==> src/rtl/apb_mon_pkg.sv <==
// Shared types and constants for the APB protocol monitor: FSM state, error
// codes and small helpers that map between error codes and error bit vectors.
package apb_mon_pkg;

  typedef enum logic [1:0] {
    IDLE   = 2'd0,
    SETUP  = 2'd1,
    ACCESS = 2'd2
  } mon_state_e;

  localparam int NUM_ERR = 6;

  localparam logic [2:0] ERR_ENABLE_NO_SETUP = 3'd1;
  localparam logic [2:0] ERR_SETUP_NO_ENABLE = 3'd2;
  localparam logic [2:0] ERR_ACCESS_DROP     = 3'd3;
  localparam logic [2:0] ERR_TIMEOUT         = 3'd4;
  localparam logic [2:0] ERR_SLVERR          = 3'd5;
  localparam logic [2:0] ERR_UNSTABLE        = 3'd6;

  // Bit k of an error vector stands for error code k+1.
  function automatic logic [NUM_ERR-1:0] err_bit(input logic [2:0] code);
    return NUM_ERR'(1) << (code - 3'd1);
  endfunction

  function automatic logic [2:0] first_err(input logic [NUM_ERR-1:0] v);
    logic [2:0] code;
    code = '0;
    for (int k = NUM_ERR - 1; k >= 0; k--) begin
      if (v[k]) code = 3'(k + 1);
    end
    return code;
  endfunction

endpackage

==> src/rtl/apb_mon_satcnt.sv <==
// Parametrised-width saturating counter; an increment on the same edge as a
// clear yields 1 so no event is lost across a clear.
module apb_mon_satcnt #(
  parameter int W = 8
) (
  input  logic         clk,
  input  logic         rst_n,
  input  logic         inc_i,
  input  logic         clr_i,
  output logic [W-1:0] cnt_o
);

  logic [W-1:0] cnt_q, cnt_d, base;

  always_comb begin
    base  = clr_i ? '0 : cnt_q;
    cnt_d = (inc_i && (base != '1)) ? base + W'(1) : base;
  end

  // NOTE: sequential state is written with non-blocking assignments only, so
  // every flop samples values from before the edge regardless of block order.
  always_ff @(posedge clk or negedge rst_n) begin
    if (!rst_n) cnt_q <= '0;
    else        cnt_q <= cnt_d;
  end

  assign cnt_o = cnt_q;

endmodule

==> src/rtl/apb_protocol_monitor.sv <==
// Passive APB slave-side protocol monitor with sticky error flags and
// saturating statistics. Define APB_MON_STABILITY_CHECK_EN to add the
// ACCESS-phase address/direction/write-data stability check (error 6).
module apb_protocol_monitor
  import apb_mon_pkg::*;
#(
  parameter int ADDR_W         = 13,
  parameter int DATA_W         = 32,
  parameter int TIMEOUT_CYCLES = 16,
  parameter int WAIT_W         = 8,
  parameter int CNT_W          = 16
) (
  input  logic               clk,
  input  logic               reset,
  input  logic               pclken,
  input  logic               psel,
  input  logic               penable,
  input  logic [ADDR_W-1:0]  paddr,
  input  logic               pwrite,
  input  logic [DATA_W-1:0]  pwdata,
  input  logic               pready,
  input  logic               pslverr,
  input  logic               clr_stats,
  output logic               busy,
  output logic               err_valid,
  output logic [2:0]         err_code,
  output logic [NUM_ERR-1:0] err_sticky,
  output logic [CNT_W-1:0]   rd_cnt,
  output logic [CNT_W-1:0]   wr_cnt,
  output logic [WAIT_W-1:0]  wait_max
);

  mon_state_e         state_q, state_d;
  logic [NUM_ERR-1:0] err_vec, err_hit, sticky_q, sticky_d;
  logic               complete, access_end, wait_inc, capture;
  logic               pwrite_q, unstable;
  logic [WAIT_W-1:0]  wait_cnt, wmax_q, wmax_d, wmax_base;
  logic               err_valid_q;
  logic [2:0]         err_code_q;

  always_ff @(posedge clk or negedge reset) begin
    if (!reset)      state_q <= IDLE;
    else if (pclken) state_q <= state_d;
  end

  always_comb begin
    state_d = state_q;
    unique case (state_q)
      IDLE:    if (psel && !penable) state_d = SETUP;
      SETUP: begin
        if (psel && penable) state_d = ACCESS;
        else if (psel)       state_d = SETUP;
        else                 state_d = IDLE;
      end
      ACCESS:  if (!psel || !penable || pready) state_d = IDLE;
      default: state_d = IDLE;
    endcase
  end

  // NOTE: every signal driven here gets a default first, so no path through
  // the case statement can leave one unassigned and infer a latch.
  always_comb begin
    busy       = (state_q != IDLE);
    err_vec    = '0;
    complete   = 1'b0;
    access_end = 1'b0;
    wait_inc   = 1'b0;
    capture    = 1'b0;
    unique case (state_q)
      IDLE: if (penable) err_vec |= err_bit(ERR_ENABLE_NO_SETUP);
      SETUP: begin
        capture = 1'b1;
        if (!(psel && penable)) err_vec |= err_bit(ERR_SETUP_NO_ENABLE);
      end
      ACCESS: begin
        if (!psel || !penable) begin
          access_end = 1'b1;
          err_vec   |= err_bit(ERR_ACCESS_DROP);
        end else if (pready) begin
          access_end = 1'b1;
          complete   = 1'b1;
          if (pslverr) err_vec |= err_bit(ERR_SLVERR);
        end else begin
          wait_inc = 1'b1;
          // Fires on the wait that takes the counter to the limit, hence once.
          if (wait_cnt == WAIT_W'(TIMEOUT_CYCLES - 1)) err_vec |= err_bit(ERR_TIMEOUT);
        end
      end
      default: ;
    endcase
    if (unstable) err_vec |= err_bit(ERR_UNSTABLE);
  end

  always_ff @(posedge clk or negedge reset) begin
    if (!reset)                pwrite_q <= 1'b0;
    else if (pclken && capture) pwrite_q <= pwrite;
  end

`ifdef APB_MON_STABILITY_CHECK_EN
  logic [ADDR_W-1:0] addr_q;
  logic [DATA_W-1:0] wdata_q;
  logic              unstable_seen_q;

  always_ff @(posedge clk or negedge reset) begin
    if (!reset) begin
      addr_q          <= '0;
      wdata_q         <= '0;
      unstable_seen_q <= 1'b0;
    end else if (pclken) begin
      if (capture) begin
        addr_q          <= paddr;
        wdata_q         <= pwdata;
        unstable_seen_q <= 1'b0;
      end else if (unstable) begin
        unstable_seen_q <= 1'b1;
      end
    end
  end

  assign unstable = (state_q == ACCESS) && !unstable_seen_q &&
                    ((paddr != addr_q) || (pwrite != pwrite_q) ||
                     (pwrite_q && (pwdata != wdata_q)));
`else
  logic unused_bus;
  assign unused_bus = ^{paddr, pwdata};
  assign unstable   = 1'b0;
`endif

  // A clear and a new event on the same edge keep the event.
  always_comb begin
    err_hit   = pclken ? err_vec : '0;
    sticky_d  = (clr_stats ? '0 : sticky_q) | err_hit;
    wmax_base = clr_stats ? '0 : wmax_q;
    wmax_d    = (pclken && access_end && (wait_cnt > wmax_base)) ? wait_cnt : wmax_base;
  end

  always_ff @(posedge clk or negedge reset) begin
    if (!reset) begin
      sticky_q    <= '0;
      wmax_q      <= '0;
      err_valid_q <= 1'b0;
      err_code_q  <= '0;
    end else begin
      sticky_q    <= sticky_d;
      wmax_q      <= wmax_d;
      err_valid_q <= |err_hit;
      err_code_q  <= (|err_hit) ? first_err(err_hit) : '0;
    end
  end

  apb_mon_satcnt #(.W(WAIT_W)) u_wait_cnt (
    .clk   (clk),
    .rst_n (reset),
    .inc_i (pclken && wait_inc),
    .clr_i (pclken && capture),
    .cnt_o (wait_cnt)
  );

  apb_mon_satcnt #(.W(CNT_W)) u_rd_cnt (
    .clk   (clk),
    .rst_n (reset),
    .inc_i (pclken && complete && !pwrite_q),
    .clr_i (clr_stats),
    .cnt_o (rd_cnt)
  );

  apb_mon_satcnt #(.W(CNT_W)) u_wr_cnt (
    .clk   (clk),
    .rst_n (reset),
    .inc_i (pclken && complete && pwrite_q),
    .clr_i (clr_stats),
    .cnt_o (wr_cnt)
  );

  assign err_valid  = err_valid_q;
  assign err_code   = err_code_q;
  assign err_sticky = sticky_q;
  assign wait_max   = wmax_q;

endmodule

==> config.mk <==
export PLATFORM = sky130hd
export DESIGN_NAME = apb_protocol_monitor
export DESIGN_NICKNAME = d
export VERILOG_FILES = /design/src/rtl/apb_mon_pkg.sv /design/src/rtl/apb_mon_satcnt.sv /design/src/rtl/apb_protocol_monitor.sv
export SDC_FILE = /design/constraint.sdc
export NUM_CORES = 1
export LEC_CHECK = 0
export ABC_AREA = 0
export CORE_UTILIZATION = 25
export DETAILED_ROUTE_END_ITERATION = 16
export DONT_BUFFER_PORTS = 1
export HOLD_SLACK_MARGIN = 0.15
export MAX_ROUTING_LAYER = met4
export SLEW_MARGIN = 5
export SYNTH_ARGS = -nofsm -noshare
export SYNTH_HDL_FRONTEND = slang
export SYNTH_SLANG_ARGS = --single-unit
==> constraint.sdc <==
create_clock -name clk -period 5.1 [get_ports clk]
set_clock_uncertainty 0.2 [all_clocks]
set_input_delay 0.51 -clock clk [delete_from_list [all_inputs] [get_ports clk]]
set_output_delay 0.51 -clock clk [all_outputs]
set_load 0.03 [all_outputs]
Yosys cells after proc, flatten, opt, wreduce, memory -nomap -nowiden

Cells that the tools add are included.
Widths: inputs -> output; s select.

$add $sub $neg: 3
Multiply operators: 0
Divide/modulo/power cells: 0
Order comparisons: 1
Equality and inequality tests: 8
Shifts and indexed selects: 0
Muxes and demuxes: 38
Bitwise logic cells: 1
Reduce and logical (&&, ||, !) cells: 21

Operators with widths:

| operator              | count |
|---|---|
| $mux 16               | 4 |
| $add 16x1->16 const B | 2 |
| $mux 8                | 4 |
| $ne 16x16->1 const B  | 2 |
| $mux 6                | 4 |
| $mux 3                | 7 |
| $pmux 6 s3            | 1 |
| $logic_and 1x1->1     | 12 |
| $mux 1                | 11 |
| $add 8x1->8 const B   | 1 |
| $eq 8x4->1 const B    | 1 |
| $gt 8x8->1            | 1 |
| $mux 2                | 4 |
| $ne 8x8->1 const B    | 1 |
| $or 6x6->6            | 1 |
| $pmux 2 s3            | 1 |
| $reduce_or 6->1       | 1 |
| $mux 5                | 1 |
| $mux 4                | 1 |
| $ne 2x2->1 const B    | 2 |
| $logic_not 1->1       | 3 |
| $reduce_and 3->1      | 1 |
| $eq 2x1->1 const B    | 1 |
| $eq 2x2->1 const B    | 1 |
| 3 further kinds       | 4 |

Flip-flop bits (word level): 61
Bits in latches: 0
Bits in writable memories: 0
Bits in read-only memories: 0
Output and inout port bits: 51
Word-level logic and storage cells: 81
Memories: 0

Logic depth before layout (Yosys ltp)

Gate-level depths: netlist (run 1).

Depth after elaboration: 13
Depth in mapped cells: 10

Cells and area by module

From an unflattened synthesis (run 1), not the netlist that was laid out.

Cells, all modules: 325
Area total of the unflattened synthesis: 3,397.0 µm²

Modules (own cells, without submodules):

| module                        | instances | cells an instance | area an instance (µm²) |
|---|---|---|---|
| apb_mon_satcnt (u_rd_cnt ...) | 2         | 85                | 923.4 |
| apb_protocol_monitor          | 1         | 114               | 1,141.1 |
| apb_mon_satcnt (u_wait_cnt)   | 1         | 41                | 409.1 |

Worst setup path after synthesis (run 1)

No wires, ideal clock.

Path type: input-to-reg
From: input clr_stats
To: register wmax_q[0] (netlist: wait_max[0])
Library setup time: 0.125 ns
Arrival time: 2.580 ns
Required time: 4.775 ns
Slack: 2.195 ns
Stages on the path: 10
Path through: buf_6 > clkinv_1 > clkbuf_1 > nand2_1 > ha_1 > and3_1 > a221o_1 > a211oi_1 > nor2_2 > mux2_2

Longest elaborated chain between the ends: 4

RTL lines:

| what                 | line                        | RTL |
|---|---|---|
| start, declared      | apb_protocol_monitor.sv:23  | `input logic clr_stats,` |
| $mux 8 *             | apb_protocol_monitor.sv:133 | `wmax_base = clr_stats ? '0 : wmax_q;` |
| $gt 8x8->1           | apb_protocol_monitor.sv:134 | `wmax_d = (pclken && access_end && (wait_cnt > wmax_base)) ? wait_cnt : wmax_base;` |
| $logic_and 1x1->1    | apb_protocol_monitor.sv:134 |  |
| $mux 8 *             | apb_protocol_monitor.sv:134 |  |
| named net wmax_d[0]  | apb_protocol_monitor.sv:37  | `logic [WAIT_W-1:0] wait_cnt, wmax_q, wmax_d, wmax_base;` |
| end signal, assigned | apb_protocol_monitor.sv:145 | `wmax_q <= wmax_d;` |
| end, declared        | apb_protocol_monitor.sv:37  |  |

Mark *: on every way through the listed nets, which the timed path passes. The rest lies on a longest branch.
A chain may end at the register's enable or synchronous reset.

Final worst setup path (run 1)

From: register state_q[1]
To: register u_wait_cnt.cnt_q[1] (netlist: u_wait_cnt.cnt_o[1])

Longest elaborated chain between the ends: 7
Elaborated cells on any way between the ends: 11

RTL lines:

| what                                                                | line                       | RTL |
|---|---|---|
| start, declared                                                     | apb_protocol_monitor.sv:33 | `mon_state_e state_q, state_d;` |
| start signal, assigned                                              | apb_protocol_monitor.sv:43 | `else if (pclken) state_q <= state_d;` |
| parallel branches: the longest is 6 deep, another holds $add 8x1->8 | --                         |  |
| $mux 8 *                                                            | apb_mon_satcnt.sv:17       | `cnt_d = (inc_i && (base != '1)) ? base + W'(1) : base;` |
| named net u_wait_cnt.cnt_d[1]                                       | apb_mon_satcnt.sv:13       | `logic [W-1:0] cnt_q, cnt_d, base;` |
| end signal, assigned                                                | apb_mon_satcnt.sv:24       | `else cnt_q <= cnt_d;` |
| end, declared                                                       | apb_mon_satcnt.sv:13       |  |

Mark *: on every way through the listed nets, which the timed path passes.

==> flow_metrics.py, run 1 <==
metrics = {
    "clocking": {
        "cts_inserted_buffers": 9,
        "postCtsSetupRepairBufs": 0,
        "cts_hold_buf": 5,
        "cts_tree": "built",
        "clock_latency_ns": 0.33,
        "cts-root-buf": "clkbuf_16",
        "h-tree-depth": 3,
        "cts_resized": 0,
        "path_clk_slew_ns": 0.05,
        "cts_max_path_buffers": 2,
        "cts_sinks": 60,
    },
    "yosys": {
        "synth_cell_type_count": 63,
        "yosys.area.top_type": "dfrtp_1",
        "synth.area.top_cells": "dfrtp_1, xnor2_1, ha_1, nor2_1, nand2_1",
        "yosys_warnings": 0,
        "ys.flop_type": "dfrtp_1",
        "synth_seq_cells": 60,
        "ys_seq_area_share_pct": 43.64,
        "avgSynthCellArea_sq_um": 10.21,
        "syn_area_sq_um": 3441,
        "syn_nets": 402,
        "synth_top_area_share_pct": 43.64,
        "synth_edf_count": 0,
        "syn_inst": 337,
        "async_flop_share_pct": 100.0,
    },
    "layout": {
        "final_cell_mix": "dfrtp_1, nor2_1, nand2_1",
        "final_common_cell": "dfrtp_1",
        "instances_no_fill": 523,
        "antenna_cells": 0,
        "syn_to_final_growth_pct": 14.91,
        "drive_gt1_share_pct": 13.26,
        "fin_nets": 408,
    },
    "power": {
        "pwr-share-comb_pct": 4.5,
        "peakVddDrop_uv": 137.5,
        "power_mw": 1.144,
        "powerDensity_nw_per_um2": 289.2,
        "sequentialPowerShare_pct": 44.0,
        "swShare_pct": 22.86,
        "power_switching_mw": 0.2614,
        "leakage_nw": 1.599,
        "p_clk_share_pct": 51.5,
        "p_int_mw": 0.8821,
    },
    "critical_path": {
        "crit_slowest_cell": "dfrtp_1",
        "slowest_delay_ns": 0.53,
        "critPathArrivalTime_ns": 2.72,
        "endpoint": "u_wait_cnt.cnt_o[1]$_DFF_PN0_",
        "critPathMaxFanout": 12,
        "reg2reg_to": "u_wait_cnt.cnt_o[1]$_DFF_PN0_",
        "cp.required_ns": 5.12,
        "cp.depth": 7,
        "timing.rr.start": "state_q[1]$_DFFE_PN0P_",
        "rrSetupSlack_ns": 2.40,
        "crit_buf_inv": 0,
        "crit_top_cell": "nor2_1",
        "path_cells": "and3b_1 > nor2_1 > ha_1 > nand3_1 > nor3_1 > nor2_1 > mux2_2",
        "crit_family": "simple AND/OR/NAND/NOR gates",
        "crit_type": "register to register",
        "r2r.worst_path.cells": 7,
        "cp-startpoint": "state_q[1]$_DFFE_PN0P_",
        "endpoint_kind": "register",
        "cp-start-kind": "register",
    },
    "die": {
        "rows": 42,
        "die_h_um": 119.3,
        "io-pin-count": 105,
        "dieArea_sq_um": 14240,
        "start_util_pct": 25.78,
        "die_w_um": 119.3,
        "core_area_sq_um": 13350,
    },
    "timing": {
        "grt_setup_unrepaired": "false",
        "fin_crit_sh_pct": 53.01,
        "worst_slew_pin_slew_ns": 0.7431,
        "relSlewSlack_pct": 50.30,
        "timing.final.ws_setup_ns": 2.397,
        "fin_setup_tns_ns": 0,
        "finalSetupViolCount": 0,
        "max_freq_mhz": 369.9,
        "hold_viol_final": 0,
        "drv_slew": 0,
        "post-route-min-period_ns": 2.703,
    },
    "drt": {
        "wire_per_inst_um": 15.82,
        "detail-route-antenna-nets": 0,
        "initialDrtViolationCount": 202,
        "drc": 0,
        "vias": 2547,
        "wirelength_um": 8272,
        "via_per_inst": 4.870,
        "drt_pass1_iterations": 4,
    },
    "global_routing": {
        "grt_overflow_total": 0,
        "antenna_found_initial": 0,
        "track_usage_pct": 12.90,
        "grt_max_degree": 61,
        "grt_pass1_vias": 2657,
        "grt_pass1_wl_um": 13870,
    },
    "placement": {
        "io_buffers": 0,
        "dp_hpwl_um": 5753,
        "dpl.cell_count": 503,
        "place_ws_ns": 2.204,
        "place_congestion": 0.8286,
    },
    "status": {
        "status": "finished clean",
    },
    "flow_run": {
        "drv_cap": 0,
    },
    "min_path": {
        "hold_path_class": "input port to register",
    },
}
-- through the flow --
stage	utilization (%)	instance area (sq um)	hold WS (ns)
2_1_floorplan	-	3441	0.01441
3_3_place_gp	26.95	3597	0.01560
3_5_place_dp	26.95	3597	0.01557
4_1_cts	29.62	3954	0.1509
5_1_grt	29.62	3954	0.1761
6_report	29.62	3954	0.1658
-- how the worst min path moves through the flow --
stage	startpoint	to	cells after the start
after floorplan	reset	err_code[0]$_DFF_PN0_	0
after global placement	reset	wait_max[2]$_DFF_PN0_	0
after detailed placement	reset	wait_max[2]$_DFF_PN0_	0
after CTS	pclken	state_q[1]$_DFFE_PN0P_	3
after global routing	clr_stats	u_wr_cnt.cnt_o[10]$_DFF_PN0_	3
final	clr_stats	u_rd_cnt.cnt_o[10]$_DFF_PN0_	3
-- sequential cells by signal, summed over array words and instances (netlist names) --
register,cells
pwrite_q,1
u_wr_cnt.cnt_o,16
wait_max,8
state_q,2
err_code,3
u_wait_cnt.cnt_o,8
u_rd_cnt.cnt_o,16
err_valid,1
err_sticky,5
-- cells in the mapped netlist, drive strengths merged (2+ instances only) --
cell / number
a2111oi: 5
a211oi: 6
a21o: 3
a21oi: 5
a22o: 3
a31oi: 2
and2: 2
and3: 2
and3b: 2
and4: 2
buf: 6
clkbuf: 5
dfrtp: 60
ha: 11
inv: 14
mux2: 8
mux2i: 8
nand2: 32
nand2b: 6
nand3: 14
nand3b: 5
nand4: 10
nand4b: 2
nor2: 35
nor2b: 11
nor3: 5
nor3b: 5
nor4: 7
nor4b: 2
o21ai: 10
o2bb2ai: 2
o31ai: 2
or2: 3
or3: 5
or4: 2
xnor2: 20
xor2: 6
-- metal layers --
layer / wire length [um] / track usage, %
met5: 0 / -
met4: 140 / 4.922
met3: 708 / 5.747
met1: 3324 / 13.91
met2: 4099 / 20.82
-- tightest hold or removal path, cell delays in order --
cell     delay (ns)
nor2_1         0.02
nand2_1        0.05
o21ai_0        0.06
-- power groups by stage --
stage | Combinational [mW] | Sequential [mW] | Clock, mW
after floorplan | 0.0386 | 0.507 | 0
after global placement | 0.0344 | 0.511 | 0
after detailed placement | 0.0351 | 0.511 | 0
after CTS | 0.0533 | 0.503 | 0.607
after global routing | 0.0580 | 0.504 | 0.627
final | 0.0519 | 0.503 | 0.589
-- cell families after synthesis --
group,share of synthesized area (%)
adder cells (fa/ha/maj),4.000
AND/OR/NAND/NOR,26.58
XOR/XNOR,6.618
other,0.1090
AO/OA/AOI/OAI,10.40
buffers and inverters,3.709
flip-flops,43.64
multiplexers,4.945
-- cell type report --
class / count / area [sq um]
clock buffers: 14 / 284.0
clock inverters: 1 / 5.005
fillers: 1397 / 9394
inverters: 15 / 56.30
multi-input cells: 251 / 1812
flip-flops and latches: 60 / 1501
well taps: 176 / 220.2
repair buffers: 6 / 75.07
Power figures use the tool's default switching activity.
==> run 2, diff against run 1 <==
Clock period 5.1 ns to 2.35 ns, I/O delays scaled along.
==> flow_metrics.py, run 2 (synthesis gave the netlist of run 1 again) <==
metrics = {
    "timing": {
        "relSlewSlack_pct": 63.14,
        "timing.final.ws_setup_ns": 0.08556,
        "post-route-min-period_ns": 2.264,
        "fin_crit_sh_pct": 96.36,
        "drv_slew": 0,
        "hold_viol_final": 1,
        "fin_setup_tns_ns": 0,
        "grt_setup_unrepaired": "false",
        "worst_slew_pin_slew_ns": 0.5390,
        "max_freq_mhz": 441.6,
        "hold_slack_ns": -0.01584,
        "finalSetupViolCount": 0,
    },
    "power": {
        "power_switching_mw": 0.5846,
        "powerDensity_nw_per_um2": 541.3,
        "power_mw": 2.506,
        "p_int_mw": 1.921,
        "leakage_nw": 2.025,
        "p_clk_share_pct": 50.1,
        "pwr-share-comb_pct": 6.4,
        "swShare_pct": 23.33,
        "sequentialPowerShare_pct": 43.4,
        "peakVddDrop_uv": 345.8,
    },
    "layout": {
        "fillers": 1352,
        "postLayoutCellArea_sq_um": 4629,
        "final_cell_mix": "dfrtp_1, buf_4, nor2_1",
        "drive_gt1_share_pct": 26.07,
        "fin_nets": 482,
        "multi_input_area_sq_um": 1863,
        "instances_no_fill": 598,
        "syn_to_final_growth_pct": 34.55,
        "final_util_pct": 34.68,
        "antenna_cells": 0,
        "final_common_cell": "dfrtp_1",
        "seq_area_sq_um": 1503,
    },
    "die": {
        "rows": 42,
        "start_util_pct": 25.78,
        "dieArea_sq_um": 14240,
        "die_w_um": 119.3,
        "core_area_sq_um": 13350,
        "die_h_um": 119.3,
        "io-pin-count": 105,
    },
    "critical_path": {
        "crit_family": "compound AO/OA/AOI/OAI gates",
        "path_cells": "ha_1 > and3_1 > a221o_1 > a211oi_2 > nor2_4 > buf_4 > mux2i_1",
        "endpoint_kind": "register",
        "crit_slowest_cell": "dfrtp_1",
        "cp-start-kind": "register",
        "cp.required_ns": 2.35,
        "crit_buf_inv": 1,
        "critPathArrivalTime_ns": 2.27,
        "critPathMaxFanout": 4,
        "crit_type": "register to register",
        "slowest_delay_ns": 0.41,
    },
    "placement": {
        "io_buffers": 0,
        "dp_hpwl_um": 6225,
        "dpl.cell_count": 557,
        "place_congestion": 0.8248,
        "placedInstanceArea_sq_um": 4020,
        "place_ws_ns": 0.05989,
    },
    "clocking": {
        "cts_tree": "built",
        "cts-root-buf": "clkbuf_16",
        "cts_max_path_buffers": 2,
        "clock_latency_ns": 0.33,
        "cts_sinks": 60,
        "path_clk_slew_ns": 0.05,
        "cts_hold_buf": 24,
        "h-tree-depth": 3,
        "cts_inserted_buffers": 9,
    },
    "drt": {
        "wirelength_um": 8912,
        "wire_per_inst_um": 14.90,
        "detail-route-antenna-nets": 0,
        "vias": 2797,
        "initialDrtViolationCount": 157,
        "drc": 0,
        "via_per_inst": 4.677,
        "drt_pass1_iterations": 5,
    },
    "status": {
        "status": "complete, but fails checks",
        "violations": "negative hold slack",
    },
    "flow_run": {
        "drv_cap": 0,
    },
    "global_routing": {
        "antenna_found_initial": 0,
        "grt_max_degree": 61,
        "track_usage_pct": 13.58,
        "grt_overflow_total": 0,
        "grt_pass1_wl_um": 14500,
        "grt_pass1_vias": 2872,
    },
    "min_path": {
        "hold_path_class": "input port to register",
    },
}
## run 2: worst reg2reg max path, stage by stage, from the launching register on
cell and delay [ns]:
dfrtp_1 0.41, ha_1 0.30, and3_1 0.20, a221o_1 0.35, a211oi_2 0.31, nor2_4 0.08, buf_4 0.17, mux2i_1 0.12
## run 2: cell type report
| class | count | share of cell area [%] |
|---|---|---|
| inverter | 15 | 1.243 |
| multi-input combinational | 251 | 40.24 |
| timing repair buffer | 80 | 15.19 |
| sequential | 60 | 32.46 |
| tap | 176 | 4.757 |
| clock inverter | 1 | 0.1081 |
| clock buffer | 15 | 6.000 |
## run 2: timing repair
action / 4_1_cts / 5_1_grt
setup buffers: 0 / 1
hold endpoints to repair: 115 / 15
setup endpoints to repair: 0 / 10
resized for setup: 0 / 8
## run 2: routing by layer
layer | wire (um) | GRT usage, % | vias up
li1 | - | - | 1362
met1 | 3833 | 15.83 | 1369
met2 | 4365 | 21.33 | 55
met3 | 547 | 4.598 | 11
met4 | 165 | 5.703 | 0
met5 | 0 | - | -
## run 2: worst paths after layout
path / startpoint / endpoint / slack, ns / cells after the start
min in group asynchronous: reset / err_sticky[3]$_DFF_PN0_ / 0.25 / 2
min reg2reg: wait_max[1]$_DFF_PN0_ / wait_max[1]$_DFF_PN0_ / 0.37 / 2
max reg2reg: u_wait_cnt.cnt_o[1]$_DFF_PN0_ / wait_max[2]$_DFF_PN0_ / 0.09 / 7
max in group asynchronous: reset / u_rd_cnt.cnt_o[0]$_DFF_PN0_ / 1.41 / 2
max: u_wait_cnt.cnt_o[1]$_DFF_PN0_ / wait_max[2]$_DFF_PN0_ / 0.09 / 7
min: clr_stats / u_wr_cnt.cnt_o[13]$_DFF_PN0_ / -0.02 / 2
## run 2: power by group through the flow
| stage | Sequential [mW] | Clock [mW] | Combinational, mW |
|---|---|---|---|
| 3_3_place_gp | 1.10 | 0 | 0.0894 |
| 6_report | 1.09 | 1.26 | 0.161 |
| 2_1_floorplan | 1.10 | 0 | 0.0872 |
| 3_5_place_dp | 1.11 | 0 | 0.0922 |
| 5_1_grt | 1.09 | 1.33 | 0.179 |
| 4_1_cts | 1.09 | 1.29 | 0.164 |
==> run 3, diff against run 2 <==
Settings changed: SYNTH_HIERARCHICAL set to 1.
==> flow_metrics.py, run 3 <==
metrics = {
    "yosys": {
        "async_flop_share_pct": 100.0,
        "synth_edf_count": 0,
        "syn_nets": 387,
        "syn_inst": 325,
        "yosys_warnings": 6,
        "synth_top_area_share_pct": 44.20,
        "ys.flop_type": "dfrtp_1",
        "synth_seq_cells": 60,
        "ys_seq_area_share_pct": 44.20,
        "avgSynthCellArea_sq_um": 10.45,
        "syn_area_sq_um": 3397,
        "synth_common_cells": "dfrtp_1, inv_1, nand2_1",
        "synth_cell_type_count": 55,
        "synth.area.top_cells": "dfrtp_1, mux2i_1, a21oi_1, inv_1, ha_1",
        "yosys.area.top_type": "dfrtp_1",
        "yosysMostFrequentCell": "dfrtp_1",
    },
    "drt": {
        "drt_pass1_iterations": 4,
        "vias": 2812,
        "wire_per_inst_um": 15.47,
        "wirelength_um": 8944,
        "via_per_inst": 4.865,
        "initialDrtViolationCount": 117,
        "detail-route-antenna-nets": 0,
        "drc": 0,
    },
    "clocking": {
        "clock_latency_ns": 0.32,
        "h-tree-depth": 3,
        "path_clk_slew_ns": 0.05,
        "cts_inserted_buffers": 9,
        "cts_sinks": 60,
        "cts-root-buf": "clkbuf_16",
        "cts_max_path_buffers": 2,
        "cts_tree": "built",
    },
    "die": {
        "die_w_um": 118.6,
        "die_h_um": 118.6,
        "io-pin-count": 105,
        "core_area_sq_um": 13240,
        "start_util_pct": 25.65,
        "dieArea_sq_um": 14060,
        "rows": 42,
    },
    "layout": {
        "final_cell_mix": "dfrtp_1, buf_4, inv_1",
        "antenna_cells": 0,
        "instances_no_fill": 578,
        "final_util_pct": 33.99,
        "fin_nets": 464,
        "postLayoutCellArea_sq_um": 4502,
        "syn_to_final_growth_pct": 32.52,
        "drive_gt1_share_pct": 26.37,
        "final_common_cell": "dfrtp_1",
    },
    "power": {
        "leakage_nw": 2.221,
        "peakVddDrop_uv": 310.4,
        "power_mw": 2.389,
        "powerDensity_nw_per_um2": 530.7,
    },
    "timing": {
        "hold_viol_final": 0,
        "drv_slew": 0,
        "timing.final.ws_setup_ns": 0.07145,
        "max_freq_mhz": 438.9,
        "grt_setup_unrepaired": "false",
        "post-route-min-period_ns": 2.279,
        "fin_crit_sh_pct": 96.96,
        "finalSetupViolCount": 0,
    },
    "critical_path": {
        "cp.required_ns": 2.39,
        "critPathMaxFanout": 26,
        "endpoint_kind": "register",
        "slowest_delay_ns": 0.59,
        "crit_slowest_cell": "dlygate4sd3_1",
        "rrSetupSlack_ns": 0.12,
        "path_cells": "buf_12 > dlygate4sd3_1 > nand2b_1 > ha_1 > nand4_1 > nor2_1 > a21oi_4 > o2111ai_4 > buf_4 > mux2i_1",
        "crit_buf_inv": 3,
        "crit_family": "buffers and inverters",
        "critPathArrivalTime_ns": 2.31,
        "cp-start-kind": "input port",
        "crit_type": "input port to register",
    },
    "placement": {
        "dp_hpwl_um": 5952,
        "place_congestion": 0.8985,
        "place_ws_ns": -0.07718,
        "dpl.cell_count": 539,
        "placedInstanceArea_sq_um": 3914,
        "io_buffers": 0,
    },
    "flow_run": {
        "drv_cap": 0,
    },
    "global_routing": {
        "grt_overflow_total": 0,
        "track_usage_pct": 13.96,
        "grt_pass1_wl_um": 14840,
        "antenna_found_initial": 0,
        "grt_pass1_vias": 2948,
        "grt_max_degree": 61,
    },
    "min_path": {
        "hold_path_class": "input port to register",
    },
    "status": {
        "status": "finished clean",
    },
}
run 3: path summary, 6_finish.rpt:
check                      depth (start not counted)                           end                   start
max                                               10         wait_max[2]$_DFF_PN0_               clr_stats
min                                                3         wait_max[1]$_DFF_PN0_               clr_stats
max reg2reg                                        5         err_code[0]$_DFF_PN0_  state_q[1]$_DFFE_PN0P_
min reg2reg                                        1          pwrite_q$_DFFE_PN0P_    pwrite_q$_DFFE_PN0P_
max in group asynchronous                          2       err_sticky[0]$_DFF_PN0_                   reset
min in group asynchronous                          2  u_rd_cnt/cnt_o[11]$_DFF_PN0_                   reset
run 3: area by class of cell:
class	instances	area, sq um
Clock buffer	11	252.7
Fill cell	1337	8741
Inverter	28	105.1
Multi-Input combinational cell	227	1757
Sequential cell	60	1501
Tap cell	176	220.2
Timing Repair Buffer	76	665.6
run 3: power breakdown:
part,total [mW],switching [mW],internal (mW)
logic,0.153,0.0858,0.0670
clock network,1.15,0.415,0.738
registers,1.08,0.0312,1.05
run 3: repair_timing:
item / CTS / global route
hold endpoints to repair: 116 / 0
hold buffers: 27 / 0
buffers inserted: 1 / 0
pin swaps: 2 / 3
resized for setup: 1 / 4
cloned: 0 / 0
endpoints found under the setup margin: 4 / 15
run 3: cell families (layout without fill, tap and decap cells):
family | Yosys count | in the layout | share of synthesized area (%)
AND/OR/NAND/NOR | 132 | 132 | 29.25
AO/OA/AOI/OAI | 66 | 66 | 12.56
buffers and inverters | 38 | 115 | 5.046
adder cells (fa/ha/maj) | 8 | 8 | 2.947
XOR/XNOR | 5 | 5 | 1.289
multiplexers | 15 | 15 | 4.604
flip-flops | 60 | 60 | 44.20
other | 1 | 1 | 0.1104
run 3: worst min-delay path, delay by kind of cell:
kind / cells / cell delay (ns)
buffers and inverters: 1 / 0.15
and+or+nand+nor: 1 / 0.17
muxes: 1 / 0.08
run 3: metrics by stage:
step | hold WS (ns) | TNS (ns)
after detailed placement | -0.2591 | -0.1686
after CTS | 0.1530 | 0
after global routing | 0.1670 | 0
after global placement | -0.2592 | -0.04595
final | 0.1658 | 0
after floorplan | -0.2606 | 0
run 3: routing by layer:
layer / routed length [um] / up-vias / part of all wire, % / GRT usage (%)
met2: 4574 / 72 / 51 / 23.21
met4: 241 / 0 / 2.7 / 5.696
met5: 0 / - / 0 / -
met3: 461 / 18 / 5.2 / 5.019
li1: - / 1342 / - / -
met1: 3667 / 1380 / 41 / 15.07
